`config.mk`:
```
export PLATFORM = sky130hd
export DESIGN_NAME = seg_display_scanner
export DESIGN_NICKNAME = d
export VERILOG_FILES = /design/src/rtl/seg_pkg.sv /design/src/rtl/bcd_to_seg.sv /design/src/rtl/seg_display_scanner.sv
export SDC_FILE = /design/constraint.sdc
export NUM_CORES = 1
export LEC_CHECK = 0
export BUFFER_PORTS_ARGS = -buffer_cell sky130_fd_sc_hd__buf_2
export CAP_MARGIN = 30
export CORE_MARGIN = 4
export CORE_UTILIZATION = 42
export DETAILED_ROUTE_END_ITERATION = 8
export REMOVE_ABC_BUFFERS = 1
export SLEW_MARGIN = 10
export SYNTH_ARGS = -nofsm -noshare
export SYNTH_HDL_FRONTEND = slang
export SYNTH_SLANG_ARGS = --single-unit
```
`constraint.sdc`:
```
create_clock -name clk -period 3.85 [get_ports clk]
set_input_delay 0.385 -clock clk [delete_from_list [all_inputs] [get_ports clk]]
set_output_delay 0.385 -clock clk [all_outputs]
set_load 0.05 [all_outputs]
```
`src/rtl/seg_pkg.sv`:
```
// Shared seven-segment definitions: segment type, fixed patterns and the
// BCD decoder used by every display consumer.
package seg_pkg;

    // Active-low {g,f,e,d,c,b,a}
    typedef logic [6:0] seg_t;

    typedef enum logic {
        PH_VISIBLE = 1'b0,
        PH_HIDDEN  = 1'b1
    } blink_ph_e;

    localparam int   NUM_DIGITS = 4;
    localparam seg_t SEG_BLANK  = 7'b1111111;
    localparam seg_t SEG_DASH   = 7'b0111111;

    // Non-BCD codes show a dash so a corrupted digit is visible, not silent
    function automatic seg_t bcd_decode(input logic [3:0] bcd);
        seg_t s;
        case (bcd)
            4'd0:    s = 7'b1000000;
            4'd1:    s = 7'b1111001;
            4'd2:    s = 7'b0100100;
            4'd3:    s = 7'b0110000;
            4'd4:    s = 7'b0011001;
            4'd5:    s = 7'b0010010;
            4'd6:    s = 7'b0000010;
            4'd7:    s = 7'b1111000;
            4'd8:    s = 7'b0000000;
            4'd9:    s = 7'b0010000;
            default: s = SEG_DASH;
        endcase
        return s;
    endfunction

endpackage

```
`src/rtl/bcd_to_seg.sv`:
```
// Pure combinational BCD to active-low seven-segment decoder.
module bcd_to_seg
    import seg_pkg::*;
(
    input  logic [3:0] bcd_i,
    output logic [6:0] seg_o
);

    assign seg_o = bcd_decode(bcd_i);

endmodule

```
`src/rtl/seg_display_scanner.sv`:
```
// Time-multiplexed 4-digit common-anode display driver with anti-ghosting
// guard window, tear-free digit snapshot and adjust-mode pair blinking.
module seg_display_scanner
    import seg_pkg::*;
#(
    parameter int REFRESH_DIV = 100000,
    parameter int GUARD       = 2000,
    parameter int BLINK_DIV   = 50000000,
    parameter int DP_DIGIT    = 2
) (
    input  logic       clk,
    input  logic       rst,
    input  logic [3:0] dig0,
    input  logic [3:0] dig1,
    input  logic [3:0] dig2,
    input  logic [3:0] dig3,
    input  logic       blink_en,
    input  logic       blink_sel,
    output logic [3:0] an,
    output logic [6:0] seg,
    output logic       dp
);

    localparam int SLOT_W  = (REFRESH_DIV > 1) ? $clog2(REFRESH_DIV) : 1;
    localparam int BLINK_W = (BLINK_DIV > 1) ? $clog2(BLINK_DIV) : 1;

    localparam logic [SLOT_W-1:0]  SLOT_LAST  = SLOT_W'(REFRESH_DIV - 1);
    localparam logic [SLOT_W-1:0]  GUARD_END  = SLOT_W'(GUARD);
    localparam logic [BLINK_W-1:0] BLINK_LAST = BLINK_W'(BLINK_DIV - 1);
    localparam logic [1:0]         DP_IDX     = 2'(DP_DIGIT);

    logic [SLOT_W-1:0]                 slot_q, slot_d;
    logic [1:0]                        idx_q, idx_d;
    logic [NUM_DIGITS-1:0][3:0]        snap_q, snap_d;
    logic                              first_q, first_d;
    logic [BLINK_W-1:0]                blink_cnt_q, blink_cnt_d;
    blink_ph_e                         phase_q, phase_d;
    logic [3:0]                        an_q, an_d;
    seg_t                              seg_q, seg_d;
    logic                              dp_q, dp_d;

    logic       slot_wrap;
    logic       scan_wrap;
    logic [3:0] cur_digit;
    seg_t       dec_seg;
    logic       in_guard;
    logic       in_sel_pair;
    logic       hide;

    // State register
    always_ff @(posedge clk or posedge rst) begin
        if (rst) begin
            slot_q      <= '0;
            idx_q       <= '0;
            snap_q      <= '0;
            first_q     <= 1'b1;
            blink_cnt_q <= '0;
            phase_q     <= PH_VISIBLE;
            an_q        <= 4'b1111;
            seg_q       <= SEG_BLANK;
            dp_q        <= 1'b1;
        end else begin
            slot_q      <= slot_d;
            idx_q       <= idx_d;
            snap_q      <= snap_d;
            first_q     <= first_d;
            blink_cnt_q <= blink_cnt_d;
            phase_q     <= phase_d;
            an_q        <= an_d;
            seg_q       <= seg_d;
            dp_q        <= dp_d;
        end
    end

    // Next-state logic
    always_comb begin
        slot_wrap = (slot_q == SLOT_LAST);
        scan_wrap = slot_wrap && (idx_q == 2'd3);

        slot_d  = slot_wrap ? '0 : slot_q + 1'b1;
        idx_d   = slot_wrap ? idx_q + 2'd1 : idx_q;
        first_d = 1'b0;

        // Digits only change between scans so one scan never mixes old and new
        snap_d = snap_q;
        if (scan_wrap || first_q) begin
            snap_d = {dig3, dig2, dig1, dig0};
        end

        blink_cnt_d = blink_cnt_q;
        phase_d     = phase_q;
        if (!blink_en) begin
            blink_cnt_d = '0;
            phase_d     = PH_VISIBLE;
        end else if (blink_cnt_q == BLINK_LAST) begin
            blink_cnt_d = '0;
            phase_d     = (phase_q == PH_VISIBLE) ? PH_HIDDEN : PH_VISIBLE;
        end else begin
            blink_cnt_d = blink_cnt_q + 1'b1;
        end
    end

    assign cur_digit = snap_q[idx_q];

    bcd_to_seg u_dec (
        .bcd_i (cur_digit),
        .seg_o (dec_seg)
    );

    // Output logic; blink_en is used live so dropping it unhides on the next cycle
    always_comb begin
        in_guard    = (slot_q < GUARD_END);
        in_sel_pair = blink_sel ? (idx_q[1] == 1'b0) : (idx_q[1] == 1'b1);
        hide        = blink_en && (phase_q == PH_HIDDEN) && in_sel_pair;

        an_d  = 4'b1111;
        seg_d = SEG_BLANK;
        dp_d  = 1'b1;
        if (!in_guard && !hide) begin
            an_d[idx_q] = 1'b0;
            seg_d       = dec_seg;
            dp_d        = (idx_q != DP_IDX);
        end
    end

    assign an  = an_q;
    assign seg = seg_q;
    assign dp  = dp_q;

endmodule

```
== Yosys cells after proc, flatten, opt, wreduce, memory -nomap -nowiden ==
Memory sizes are Yosys's and may differ from the RTL's.
Index checks and enable logic that the tools add are counted.

* Add/sub/neg operators: 3
* Multipliers: 0
* Divide/modulo/power cells: 0
* Order comparisons: 3
* Equality and inequality tests: 5
* Shift operators: 0
* Multiplexer cells: 14
* Bitwise operators: 2
* Reduce and logical (&&, ||, !) cells: 8

{| class="wikitable"
|+ Operators by type and width
! cell !! count
|-
| $mux W26 || 2
|-
| $add A26 B1 Y26 const B || 1
|-
| $eq A26 B26 Y1 const B || 1
|-
| $add A17 B1 Y17 const B || 1
|-
| $eq A17 B17 Y1 const B || 1
|-
| $lt A17 B11 Y1 const B || 1
|-
| $mux W17 || 1
|-
| $bmux W4 S2 || 1
|-
| $mux W4 || 2
|-
| $mux W7 || 1
|-
| $mux W1 || 6
|-
| $logic_and A1 B1 Y1 || 5
|-
| $not A4 Y4 || 1
|-
| $lt A2 B3 Y1 const B || 1
|-
| $add A2 B1 Y2 const B || 1
|-
| $demux W1 S2 || 1
|-
| $eq A2 B2 Y1 const B || 1
|-
| $ge A2 B1 Y1 const B || 1
|-
| $logic_not A1 Y1 || 2
|-
| $ne A2 B1 Y1 const B || 1
|-
| $ne A2 B2 Y1 const B || 1
|-
| $logic_or A1 B1 Y1 || 1
|-
| $not A1 Y1 || 1
|}

* Register bits: 75
* Bits in latches: 0
* RAM bits: 0
* Bits in read-only memories: 112
* Bits of input ports: 20
* Output and inout bits: 12
* Logic and storage cells: 48
* Memories: 1

{| class="wikitable"
|+ Memory list
! memory !! depth !! width !! read ports !! clocked after memory_dff !! wr ports !! RTL line !! text
|-
| (name not given) || 16 || 7 || 1 || 0 || 0 || seg_pkg.sv:20 || <nowiki>case (bcd)</nowiki>
|}

== Longest topological paths before layout ==
* Word-level depth: 6
* Mapped depth: 7
* Gate-level depth less buffers: 6

== Hierarchy ==
Synthesis repeated with hierarchy kept, for this count alone.

* Cell total of the unflattened synthesis: 342
* Area total of the unflattened synthesis: 3719.8 um^2

{| class="wikitable"
|+ Modules (own cells, without submodules)
! module !! instances !! cells an instance !! area each (um^2) !! sequential area each (um^2)
|-
| seg_display_scanner || 1 || 309 || 3514.6 || 1866.8
|-
| bcd_to_seg || 1 || 33 || 205.2 || 0.0
|}

== Least setup slack after synthesis ==
No wires, ideal clock.

* Path kind: register to register
* Start point: register blink_cnt_q[0]
* End point: register blink_cnt_q[2]
* Setup time: 0.121 ns
* Arrival: 1.839 ns
* Slack: 1.889 ns
* Stages on the path, launching flop included: 7
* Buffers on the path: 1
* Cells stage by stage: dfrtp_1 ha_1 nand3_1 or4_4 o31ai_4 buf_2 nor2_1

* Word-level cells in the longest chain between the ends: 3
* Elaborated cells on any way between the ends: 4
* Those cells by class: 1 x add/sub; 1 x eq/ne; 2 x mux

{| class="wikitable"
|+ Ends and longest elaborated chain
! item !! RTL line !! text
|-
| start, declared || seg_display_scanner.sv:36 || <nowiki>logic [BLINK_W-1:0] blink_cnt_q, blink_cnt_d;</nowiki>
|-
| start signal, assigned || seg_display_scanner.sv:67 || <nowiki>blink_cnt_q <= blink_cnt_d;</nowiki>
|-
| $add A26 B1 Y26 or $eq A26 B26 Y1 (tied branches) || seg_display_scanner.sv:99, seg_display_scanner.sv:95 ||
|-
| $mux W26 * || seg_display_scanner.sv:95 || <nowiki>end else if (blink_cnt_q == BLINK_LAST) begin</nowiki>
|-
| $mux W26 * || seg_display_scanner.sv:92 || <nowiki>if (!blink_en) begin</nowiki>
|-
| net blink_cnt_d[2] || seg_display_scanner.sv:36 ||
|}

The timed path passes the listed nets; every way through them passes the cells marked *.
A chain may end at the register's enable or synchronous reset.

== Final worst setup path ==
* Start point: register blink_cnt_q[0]
* End point: register blink_cnt_q[24]

Same word-level chain as after synthesis.

==> metrics.txt <==
# TYPE chip_impl_metric gauge
chip_impl_metric{name="placeableCoreArea",unit="mm^2"} 0.00830
chip_impl_metric{name="final.period_utilization",unit=""} 0.607
chip_impl_metric{name="synth_seq_cells",unit=""} 74
chip_impl_metric{name="io_pins",unit=""} 32
chip_impl_metric{name="fmaxAchievable",unit="MHz"} 428
chip_impl_metric{name="clkPwrFrac",unit=""} 0.378
chip_impl_metric{name="path_clk_slew",unit="ns"} 0.07
chip_impl_metric{name="final_layout_size_suffix_gt1_frac",unit=""} 0.245
chip_impl_metric{name="number_of_antenna_violations_at_the_first_check_in_global_routing",unit=""} 0
chip_impl_metric{name="initialDrtViolationCount",unit=""} 42
chip_impl_metric{name="global_route.usage.met3",unit=""} 0.0394
chip_impl_info{name="tritoncts",value="built"} 1
chip_impl_metric{name="slew_headroom",unit=""} 0.490
chip_impl_metric{name="count_of_standard_cell_rows",unit=""} 33
chip_impl_metric{name="postCtsResizedCells",unit=""} 0
chip_impl_metric{name="setup-violations-final",unit=""} 0
chip_impl_metric{name="footprint_of_the_multi_input_gates",unit="mm^2"} 0.00162
chip_impl_info{name="timing.critical_path.from_type",value="flip-flop"} 1
chip_impl_metric{name="synthesis.yosys.warnings",unit=""} 0
chip_impl_metric{name="antenna_cells_inserted",unit=""} 0
chip_impl_metric{name="worst_r2r_path_depth",unit=""} 6
chip_impl_metric{name="synth-edff-count",unit=""} 0
chip_impl_metric{name="cts_buffers",unit=""} 9
chip_impl_metric{name="start_util",unit=""} 0.436
chip_impl_metric{name="detail_route.wl_per_cell",unit="um"} 13.7
chip_impl_metric{name="clock-skew-final",unit="ns"} 0.0115
chip_impl_metric{name="port_buffers",unit=""} 31
chip_impl_metric{name="via_per_inst",unit=""} 5.26
chip_impl_info{name="worst_path_dominant_cell_family",value="simple AND/OR/NAND/NOR gates"} 1
chip_impl_metric{name="flow.area_growth_from_synthesis",unit="%"} 11.2
chip_impl_info{name="cell_with_the_most_instances_after_synthesis",value="dfrtp_1"} 1
chip_impl_metric{name="area_fraction_of_the_dominant_cell_type_after_synthesis",unit=""} 0.429
chip_impl_metric{name="internal-power",unit="W"} 0.00111
chip_impl_metric{name="nNetsFinal",unit=""} 389
chip_impl_metric{name="dr.pass1.iters",unit=""} 4
chip_impl_metric{name="design.die.area",unit="mm^2"} 0.0102
chip_impl_info{name="worst_r2r_startpoint",value="blink_cnt_q[0]"} 1
chip_impl_metric{name="synth_async_sr_flop_share",unit=""} 1.00
chip_impl_metric{name="p_per_area",unit="mW/mm^2"} 361
chip_impl_metric{name="insertion_delay",unit="ns"} 0.34
chip_impl_info{name="cp_slowest_cell",value="or4_4"} 1
chip_impl_metric{name="clock_sinks",unit=""} 74
chip_impl_metric{name="grt_pass1_wl",unit="um"} 11500
chip_impl_metric{name="layout.filler_cells",unit=""} 776
chip_impl_metric{name="detailedPlacementHpwl",unit="um"} 4490
chip_impl_info{name="timing.critical_path.cells",value="ha_1, nand3_1, or4_4, o31ai_4, buf_6, a21oi_1"} 1
chip_impl_metric{name="avgSynthCellArea",unit="um^2"} 11.0
chip_impl_metric{name="h-tree-depth",unit=""} 3
chip_impl_metric{name="track_usage",unit=""} 0.143
chip_impl_metric{name="cp_data_arrival_time",unit="ns"} 2.54
chip_impl_metric{name="hold_viol",unit=""} 0
chip_impl_metric{name="totalNegativeSetupSlack",unit="ns"} 0
chip_impl_metric{name="pwr-share-comb",unit=""} 0.065
chip_impl_info{name="rsz0062_at_grt",value="false"} 1
chip_impl_metric{name="synth.yosys.seq_area_share",unit=""} 0.516
chip_impl_metric{name="buffer_count_from_post_cts_setup_fixing",unit=""} 0
chip_impl_info{name="synth_top_area_cell",value="dfrtp_1"} 1
chip_impl_info{name="grt_most_used_layer",value="met2"} 1
chip_impl_metric{name="critical_path.n_buffers_inverters",unit=""} 1
chip_impl_metric{name="post_synth_inst_count",unit=""} 328
chip_impl_info{name="yosys-top-cells-area",value="dfrtp_1 43%, dfstp_2 8.7%, mux2_2 5.0%"} 1
chip_impl_metric{name="timing.final.crit_period",unit="ns"} 2.34
chip_impl_info{name="outcome",value="finished, final reports clean"} 1
chip_impl_metric{name="critical_path.max_fanout",unit=""} 13
chip_impl_metric{name="ctsLongestPathBuffers",unit=""} 2
chip_impl_metric{name="grt_overflow",unit=""} 0
chip_impl_metric{name="drv.max_cap_violation_count",unit=""} 0
chip_impl_metric{name="transition_at_the_pin_with_the_smallest_max_transition_slack",unit="ns"} 0.763
chip_impl_metric{name="leakage_component_of_the_power",unit="nW"} 1.66
chip_impl_info{name="clock_tree.root_cell",value="clkbuf_8"} 1
chip_impl_metric{name="die_width",unit="um"} 101
chip_impl_info{name="synth_common_cells",value="62 x dfrtp_1, 22 x nor2_1, 21 x nand2_1, 19 x a21oi_1"} 1
chip_impl_info{name="critical_path.endpoint_type",value="flip-flop"} 1
chip_impl_metric{name="groute.layer.met2.usage",unit=""} 0.234
chip_impl_metric{name="finalMaxSlewViolations",unit=""} 0
chip_impl_metric{name="grt_max_degree",unit=""} 39
chip_impl_info{name="synth_flop_cell",value="dfrtp_1"} 1
chip_impl_metric{name="total_switching_power",unit="W"} 0.000340
chip_impl_metric{name="required",unit="ns"} 4.06
chip_impl_metric{name="number_of_global_route_vias_before_repair",unit=""} 2476
chip_impl_metric{name="timing.critical_path.depth",unit=""} 6
chip_impl_metric{name="whs",unit="ns"} 0.171
chip_impl_metric{name="seq_area",unit="mm^2"} 0.00187
chip_impl_metric{name="peakVddDrop",unit="uV"} 163
chip_impl_metric{name="number_of_hold_buffers_added_after_cts",unit=""} 0
chip_impl_metric{name="post-route-drc-count",unit=""} 0
chip_impl_metric{name="use_met1",unit=""} 0.180
chip_impl_metric{name="critical_path.max_stage_delay",unit="ns"} 0.58
chip_impl_metric{name="gpl.final_weighted_congestion",unit=""} 0.772
chip_impl_metric{name="count_of_antenna_violating_nets_left_after_detailed_routing",unit=""} 0
chip_impl_info{name="critical_path.startpoint",value="blink_cnt_q[0]"} 1
chip_impl_metric{name="routed_wirelength",unit="um"} 6400
chip_impl_metric{name="power_frac_seq",unit=""} 0.557
chip_impl_info{name="min_path_type",value="in2async"} 1
chip_impl_info{name="critPathKind",value="reg2reg"} 1
chip_impl_metric{name="synth.distinct_cells",unit=""} 47
chip_impl_metric{name="syn_area",unit="mm^2"} 0.00362
chip_impl_metric{name="power.share.switching",unit=""} 0.234
chip_impl_metric{name="die_y",unit="um"} 101
chip_impl_metric{name="dr_total_vias",unit=""} 2462
-- cells in the final DEF (no fill, tap or decap), types with 2 or more instances in the layout --
cell type	count
dfrtp_1	62
buf_2	31
nor2_1	22
nand2_1	21
a21oi_1	19
o21ai_0	16
mux2_2	16
xnor2_1	15
inv_1	13
nand3_1	12
dfstp_2	12
xor2_1	11
nand4_1	11
ha_1	11
clkbuf_8	9
o31ai_1	7
or4_1	7
nor3_1	6
or3_1	6
and3_1	5
mux4_2	4
and4_1	4
nand2b_1	3
and2_1	3
nor4_1	3
nor2b_1	3
or4_4	3
clkbuf_1	2
clkinv_2	2
-- metrics by stage --
| step | cells | utilization | setup slack, ns | total power (W) | instance area (um^2) |
|---|---|---|---|---|---|
| 6_report | 468 | 0.485 | 1.51 | 0.00145 | 4020 |
| 5_1_grt | 468 | 0.485 | 1.30 | 0.00153 | 4020 |
| 4_1_cts | 467 | 0.483 | 1.30 | 0.00148 | 4010 |
| 3_5_place_dp | 451 | 0.461 | 1.30 | 0.000919 | 3830 |
| 3_3_place_gp | 451 | 0.461 | 1.40 | 0.000916 | 3830 |
| 2_1_floorplan | 314 | - | 1.60 | 0.000888 | 3530 |
-- area by class of cell --
class | instances | share of cell area
clock buffer | 12 | 0.0389
clock inverter | 4 | 0.00653
inverter | 14 | 0.0131
multi-input combinational | 226 | 0.402
sequential | 74 | 0.464
tap | 105 | 0.0327
timing repair buffer | 33 | 0.0432
-- kinds of logic after synthesis --
logic type / synth area share
and+or+nand+nor: 0.185
DFF: 0.516
AOI/OAI and AO/OA: 0.0820
buffers and inverters: 0.0377
xor gates and xnor gates: 0.0629
muxes: 0.0775
adders and majority gates: 0.0380
other: 0.00104
-- flip-flops by register name, indices dropped and copies added (netlist names) --
signal	cells
an	4
blink_cnt_q	26
first_q	1
idx_q	2
phase_q	1
seg	7
slot_q	17
snap_q	16
-- power by group through the flow --
stage	registers, W	logic [W]	clock network (W)
finish	0.000809	0.0000950	0.000549
global route	0.000811	0.000110	0.000605
CTS	0.000809	0.0000964	0.000576
detailed placement	0.000823	0.0000961	0
global placement	0.000822	0.0000935	0
floorplan	0.000820	0.0000684	0
-- final timing paths --
check | slack (ns) | end
max | 1.51 | blink_cnt_q[24]
min | 0.17 | blink_cnt_q[11]
max reg2reg | 1.51 | blink_cnt_q[24]
min reg2reg | 0.45 | slot_q[0]
max in group asynchronous | 2.71 | an[1]
min in group clk | 0.27 | snap_q[9]
-- per-layer routing --
metal | wire [um] | vias up
li1 | - | 1219
met1 | 3000 | 1196
met2 | 3090 | 39
met3 | 225 | 8
met4 | 79 | 0
met5 | 0 | -
No activity file was read; power rests on OpenSTA's default activity.
